===== src/rtl/i2c_slave_rx.sv =====
// I2C slave receiver: synchronizes and glitch-filters SCL/SDA, detects START/STOP,
// shifts data bytes in MSB first and drives the ACK slot. No address phase.
module i2c_slave_rx #(
    parameter int  FILT_LEN  = 3,
    parameter int  MAX_BYTES = 16,
    localparam int IDX_W     = $clog2(MAX_BYTES)
) (
    input  logic             clk,
    input  logic             rst,
    input  logic             scl_i,
    input  logic             sda_i,
    output logic             sda_o,
    output logic             sda_t,
    input  logic             ack_en,
    output logic [7:0]       rx_data,
    output logic             rx_valid,
    output logic [IDX_W-1:0] rx_byte_idx,
    output logic             start_det,
    output logic             stop_det,
    output logic             busy
);

    typedef enum logic [1:0] {IDLE, RX, ACK} state_t;

    localparam logic [3:0]       FILT_MAX = 4'(FILT_LEN - 1);
    localparam logic [IDX_W-1:0] IDX_MAX  = IDX_W'(MAX_BYTES - 1);

    state_t           state, state_nx;
    logic [1:0]       scl_sync, sda_sync;
    logic [3:0]       scl_cnt, sda_cnt;
    logic             scl_f, sda_f;
    logic             scl_d, sda_d;
    logic             scl_rise, scl_fall, sda_rise, sda_fall;
    logic [3:0]       bit_cnt;
    logic [7:0]       shreg;
    logic             ack_q;
    logic [IDX_W-1:0] byte_idx;

    logic start_ev, stop_ev, shift_en, byte_done, ack_drive, ack_end;

    assign sda_o       = 1'b0;
    assign rx_byte_idx = byte_idx;

    // Synchronizers and filters reset to 1 so a reset never manufactures a bus edge.
    // NOTE: sequential state uses non-blocking (<=) so every register samples pre-edge values.
    always_ff @(posedge clk) begin
        if (rst) begin
            scl_sync <= 2'b11;
            sda_sync <= 2'b11;
            scl_f    <= 1'b1;
            sda_f    <= 1'b1;
            scl_cnt  <= '0;
            sda_cnt  <= '0;
        end else begin
            scl_sync <= {scl_sync[0], scl_i};
            sda_sync <= {sda_sync[0], sda_i};

            if (scl_sync[1] == scl_f) begin
                scl_cnt <= '0;
            end else if (scl_cnt == FILT_MAX) begin
                scl_f   <= scl_sync[1];
                scl_cnt <= '0;
            end else begin
                scl_cnt <= scl_cnt + 4'd1;
            end

            if (sda_sync[1] == sda_f) begin
                sda_cnt <= '0;
            end else if (sda_cnt == FILT_MAX) begin
                sda_f   <= sda_sync[1];
                sda_cnt <= '0;
            end else begin
                sda_cnt <= sda_cnt + 4'd1;
            end
        end
    end

    // scl_d/sda_d are the filtered levels aligned with the registered edge flags.
    always_ff @(posedge clk) begin
        if (rst) begin
            scl_d    <= 1'b1;
            sda_d    <= 1'b1;
            scl_rise <= 1'b0;
            scl_fall <= 1'b0;
            sda_rise <= 1'b0;
            sda_fall <= 1'b0;
        end else begin
            scl_d    <= scl_f;
            sda_d    <= sda_f;
            scl_rise <= scl_f & ~scl_d;
            scl_fall <= ~scl_f & scl_d;
            sda_rise <= sda_f & ~sda_d;
            sda_fall <= ~sda_f & sda_d;
        end
    end

    always_ff @(posedge clk) begin
        if (rst) state <= IDLE;
        else     state <= state_nx;
    end

    // NOTE: every output of this block gets a default first, so no path can infer a latch.
    always_comb begin
        state_nx  = state;
        start_ev  = 1'b0;
        stop_ev   = 1'b0;
        shift_en  = 1'b0;
        byte_done = 1'b0;
        ack_drive = 1'b0;
        ack_end   = 1'b0;
        if (sda_rise && scl_d) begin
            stop_ev  = 1'b1;
            state_nx = IDLE;
        end else if (sda_fall && scl_d) begin
            start_ev = 1'b1;
            state_nx = RX;
        end else begin
            case (state)
                IDLE: ;
                RX: begin
                    if (scl_rise && bit_cnt < 4'd8) begin
                        shift_en  = 1'b1;
                        byte_done = (bit_cnt == 4'd7);
                    end
                    if (scl_fall && bit_cnt == 4'd8) begin
                        state_nx  = ACK;
                        ack_drive = ack_q;
                    end
                end
                ACK: begin
                    if (scl_fall) begin
                        state_nx = RX;
                        ack_end  = 1'b1;
                    end
                end
                default: state_nx = IDLE;
            endcase
        end
    end

    always_ff @(posedge clk) begin
        if (rst) begin
            bit_cnt   <= '0;
            shreg     <= '0;
            ack_q     <= 1'b0;
            byte_idx  <= '0;
            rx_data   <= '0;
            rx_valid  <= 1'b0;
            start_det <= 1'b0;
            stop_det  <= 1'b0;
            busy      <= 1'b0;
            sda_t     <= 1'b1;
        end else begin
            rx_valid  <= byte_done;
            start_det <= start_ev;
            stop_det  <= stop_ev;
            if (start_ev)     busy <= 1'b1;
            else if (stop_ev) busy <= 1'b0;

            if (start_ev || stop_ev) begin
                bit_cnt <= '0;
                sda_t   <= 1'b1;
                if (start_ev) byte_idx <= '0;
            end else begin
                if (shift_en) begin
                    shreg   <= {shreg[6:0], sda_d};
                    bit_cnt <= bit_cnt + 4'd1;
                end
                if (byte_done) begin
                    rx_data <= {shreg[6:0], sda_d};
                    ack_q   <= ack_en;
                end
                if (ack_drive) sda_t <= 1'b0;
                if (ack_end) begin
                    sda_t   <= 1'b1;
                    bit_cnt <= '0;
                    if (byte_idx != IDX_MAX) byte_idx <= byte_idx + 1'b1;
                end
            end
        end
    end

endmodule


===== config.mk =====
export PLATFORM = sky130hd
export DESIGN_NAME = i2c_slave_rx
export DESIGN_NICKNAME = d
export VERILOG_FILES = /design/src/rtl/i2c_slave_rx.sv
export SDC_FILE = /design/constraint.sdc
export NUM_CORES = 1
export LEC_CHECK = 0
export CORE_UTILIZATION = 40
export CTS_CLUSTER_SIZE = 8
export DETAILED_ROUTE_END_ITERATION = 12
export GPL_TIMING_DRIVEN = 1
export SYNTH_ARGS = -nofsm -noshare
export SYNTH_HDL_FRONTEND = slang
export SYNTH_SLANG_ARGS = --single-unit

===== constraint.sdc =====
create_clock -name clk -period 4.06 [get_ports clk]
set_clock_uncertainty 0.05 [all_clocks]
set_input_delay 1.015 -clock clk [delete_from_list [all_inputs] [get_ports clk]]
set_output_delay 1.015 -clock clk [all_outputs]
set_load 0.005 [all_outputs]

Word level (Yosys, flattened, before mapping)
Index checks and enable logic that the tools add are counted.
Storage, ports and cells
  word-level logic and storage cells: 106
  flip-flop bits (word level): 51
  output and inout port bits: 18
  input bits: 5
Cells by class
  eq/ne operators: 15
  add/sub/neg operators: 4
  mux-type cells: 29
  bitwise logic cells: 12
  reductions and logical operators: 21
  order comparisons: 1
Operators by type and width (count)
  2-to-1 mux 1 bit: 22
  adder 4 x 1 -> 4 bit (second input constant): 4
  2-to-1 mux 4 bit: 4
  OR reduction 3 bit: 4
  AND reduction 3 bit: 3
  == test 4 x 2 -> 1 bit (second input constant): 2
  != test 2 bit (second input constant): 4
  inverter 1 bit: 8
  AND reduction 2 bit: 4
  != test 3 bit (second input constant): 2
  one-hot mux 2 bit (3 select lines): 1
  nonzero test 2 bit: 3
  bitwise AND 1 bit: 4
  == test 4 x 3 -> 1 bit (second input constant): 1
  == test 4 bit (second input constant): 1
  logical AND 1 bit: 4
  < comparator 4 bit (second input constant): 1
  2-to-1 mux 2 bit: 2
  != test 4 bit (second input constant): 1
  == test 1 bit: 2
  == test 2 x 1 -> 1 bit (second input constant): 1
  == test 2 bit (second input constant): 1
  zero test 2 bit: 1
  OR reduction 2 bit: 1
  logical OR 1 bit: 1

Logic depth before layout (Yosys ltp)
  word-level depth: 7
  gate-level depth with buffers: 6
  gate-level depth less buffers: 6

Worst setup path after synthesis
OpenSTA, ideal clock, no wires.
  kind: input port to flip-flop
  start: input rst
  end: register busy
  data required time: 3896 ps
  arrival time: 1725 ps
  library setup time: 114 ps
  buffers on the path: 2
  setup slack: 2171 ps
  cell stages on the path: 4
  cell sequence: clkbuf_1 clkbuf_1 nor2_1 a21o_1
RTL lines
  from (decl): RTL line 9  | input logic rst,
  to (signal assigned): RTL line 151  | busy <= 1'b0;
  to (signal assigned): RTL line 157  | if (start_ev) busy <= 1'b1;
  to (signal assigned): RTL line 158  | else if (stop_ev) busy <= 1'b0;
  to (decl): RTL line 20  | output logic busy

Worst setup path after layout
  start: input rst
  end: register scl_cnt[3]
Between the ends
  longest elaborated chain between the ends: 1
RTL lines
  OR reduction 3 bit (no source line)
  to (signal assigned): RTL line 64  | scl_cnt <= scl_cnt + 4'd1;
  to (decl): RTL line 30  | logic [3:0] scl_cnt, sda_cnt;
Every way passes these cells.
A chain may end at the register's enable or synchronous reset.

==> flow_metrics.env <==
export IMPL_place_gp_congestion=0.736
export IMPL_combPwrFrac=0.021
export IMPL_post_cts_resized=0
export IMPL_cts_root_buf="clkbuf_8"
export IMPL_clk_latency_ns=0.29
export IMPL_slowest_delay_ns=0.85
export IMPL_yosysWarnings=0
export IMPL_drc=0
export IMPL_synthTopCellsByArea="dfxtp_1, nor2_1, mux2i_1"
export IMPL_layout_drive_gt1_share=0.0818
export IMPL_synth_most_common_cell="dfxtp_1"
export IMPL_crit_fanout=27
export IMPL_route_vias_total=1345
export IMPL_crit_path_end="scl_cnt[3]"
export IMPL_hp_class="reg2reg"
export IMPL_r2r_start="state[1]"
export IMPL_outcome="completed"
export IMPL_crit_arrival_ns=2.59
export IMPL_cap_violations=0
export IMPL_fin_tns_setup_ns=0
export IMPL_wire_per_inst_um=11.2
export IMPL_rsz0062_at_grt="no"
export IMPL_yosys_top_cells_count="dfxtp_1, nor2_1, nand2_1"
export IMPL_via_per_inst=4.69
export IMPL_htreeDepth=2
export IMPL_worst_pin_slew_ns=0.887
export IMPL_grt_total_usage=0.143
export IMPL_power_frac_clock=0.339
export IMPL_drtIter0Drc=75
export IMPL_cellPowerDensity_nw_per_um2=343
export IMPL_critical_path_class="in2reg"
export IMPL_numCtsBuffers=5
export IMPL_seq_power_share=0.640
export IMPL_ios=23
export IMPL_final_hold_viol_count=0
export IMPL_post_route_util=0.487
export IMPL_clock_path_buffers=2
export IMPL_startpoint_type="input port"
export IMPL_switching_share=0.207
export IMPL_fp_dieH_um=71.9
export IMPL_cp_startpoint="rst"
export IMPL_syn_avg_cell_area_um2=9.88
export IMPL_ir_worst_vdd_mv=0.247
export IMPL_synthFlopType="dfxtp_1"
export IMPL_die_area_um2=5180
export IMPL_synth_cell_types=39
export IMPL_reg2reg_depth=4
export IMPL_setup_violations_final=0
export IMPL_grt_ovfl_total=0
export IMPL_period_needed_ns=2.41
export IMPL_yosys_area_top_type="dfxtp_1"
export IMPL_drt_wl_total_mm=3.22
export IMPL_synth_nets=210
export IMPL_maxSlewHeadroom=0.406
export IMPL_diodes=0
export IMPL_antenna_left=0
export IMPL_synth_top_area_frac=0.522
export IMPL_firstDrtPassIters=4
export IMPL_cts_setup_buffers=0
export IMPL_initial_utilization=0.414
export IMPL_rrSetupSlack_ns=2.14
export IMPL_rows=25
export IMPL_cts_tree="done"
export IMPL_dieWidth_um=71.9
export IMPL_hpwlAfterDp_mm=2.22
export IMPL_endpoint_kind="register"
export IMPL_netlist_area_um2=1960
export IMPL_ctsHoldBuffers=0
export IMPL_fin_nets=233
export IMPL_synthCells=198
export IMPL_synth_seq_area_share=0.522
export IMPL_synthArstFlopShare=0
export IMPL_grt_first_pass_wirelength_mm=5.71
export IMPL_drv_slew=0
export IMPL_cp_required_ns=4.24
export IMPL_clk_pin_slew_ns=0.09
export IMPL_critPathSlowestCell="clkdlybuf4s50_1"
export IMPL_p_leak_nw=0.858
export IMPL_first_global_vias=1287
export IMPL_clkSinkCount=51
export IMPL_yosys_register_bits=51
export IMPL_place_port_buffers=21
export IMPL_power_switching_uw=163
export IMPL_fmax_ghz=0.415
export IMPL_timing_rr_end="rx_data[4]"
export IMPL_internal_power_uw=625
export IMPL_coreArea_um2=4720
export IMPL_synth_edf_count=0
export IMPL_min_period_over_period=0.593
export IMPL_crit_path_cell_trace="clkdlybuf4s50_1, or3_1, nor2_1"
export IMPL_grt_max_degree=28
export IMPL_area_growth_pct=17.6
export IMPL_antenna_found_initial=0
-- cell type report --
cell class	instances	area (µm²)
multi-input combinational	135	880
clock inverter	1	7.51
tap	67	83.8
fill	452	2420
sequential	51	1020
clock buffer	5	68.8
timing repair buffer	22	218
inverter	6	22.5
-- worst min-delay path by stage --
stage / startpoint / endpoint / slack [ns] / cells after the start
5_1_grt: scl_sync[0] / scl_sync[1] / 0.39 / 1
3_3_place_gp: sda_sync[0] / sda_sync[1] / 0.34 / 1
4_1_cts: sda_sync[0] / sda_sync[1] / 0.37 / 1
3_5_place_dp: scl_sync[0] / scl_sync[1] / 0.35 / 1
2_1_floorplan: scl_sync[0] / scl_sync[1] / 0.34 / 1
6_report: sda_sync[0] / sda_sync[1] / 0.37 / 1
-- power groups by stage --
stage	Sequential [mW]	Clock [mW]	Combinational, mW
after floorplan	0.516	0	0.0112
after global placement	0.516	0	0.0170
after detailed placement	0.516	0	0.0169
after CTS	0.504	0.280	0.0170
after global routing	0.505	0.301	0.0189
final	0.504	0.267	0.0167
-- cells in the final DEF (no fill, tap or decap), types with 2 or more instances in the layout --
cell | netlist | final
or3_1 | 2 | 2
a211o_1 | 2 | 2
mux2i_1 | 10 | 10
o21ai_0 | 2 | 2
nand3_1 | 4 | 4
xor2_1 | 4 | 4
nor3_1 | 4 | 4
nor2_1 | 27 | 27
or2_2 | 6 | 6
a21oi_1 | 12 | 12
ha_1 | 7 | 7
clkdlybuf4s50_1 | 0 | 21
inv_1 | 6 | 6
clkbuf_8 | 0 | 5
xnor2_1 | 5 | 5
nor3b_1 | 5 | 5
nor2b_1 | 3 | 3
nand2_1 | 22 | 22
dfxtp_1 | 51 | 51
nand3b_1 | 2 | 2
-- per-stage QoR --
stage               area, µm²  setup WS [ns]  cells  power [mW]  hold WS, ns
floorplan                1960           2.17    198       0.527        0.339
finish                   2300           1.65    287       0.788        0.367
CTS                      2300           1.64    287       0.801        0.369
global route             2300           1.53    287       0.825        0.395
detailed placement       2220           1.35    281       0.533        0.347
global placement         2220           1.35    281       0.533        0.344
-- per-layer routing --
layer  global-route usage  up-vias  wire, µm
met4               0.0588        0        44
met1                0.184      613      1660
met2                0.225       19      1390
met5                    0        -         0
li1                     -      708         -
met3               0.0431        5       121
-- worst max-delay path, delay by kind of cell --
family | cells | cell delay, ns
buffers and inverters | 1 | 0.85
and+or+nand+nor | 2 | 0.72
-- cell families (layout without fill, tap and decap cells) --
| logic type | after synthesis | count (layout) | synth area share |
|---|---|---|---|
| buffers and inverters | 12 | 34 | 0.0288 |
| DFF | 51 | 51 | 0.522 |
| other | 1 | 1 | 0.00192 |
| AOI/OAI and AO/OA | 24 | 24 | 0.0780 |
| adders and majority gates | 7 | 7 | 0.0448 |
| xor gates and xnor gates | 9 | 9 | 0.0403 |
| muxes | 10 | 10 | 0.0512 |
| and+or+nand+nor | 84 | 84 | 0.233 |
-- state kept, by name, indices dropped and copies added (netlist names) --
register	cells
scl_sync	2
sda_d	1
sda_cnt	4
scl_fall	1
sda_t	1
rx_byte_idx	4
sda_sync	2
sda_rise	1
busy	1
bit_cnt	4
scl_d	1
scl_f	1
stop_det	1
start_det	1
scl_cnt	4
rx_data	8
rx_valid	1
sda_fall	1
shreg	7
state	2
ack_q	1
scl_rise	1
sda_f	1
Power figures use the tool's default switching activity.
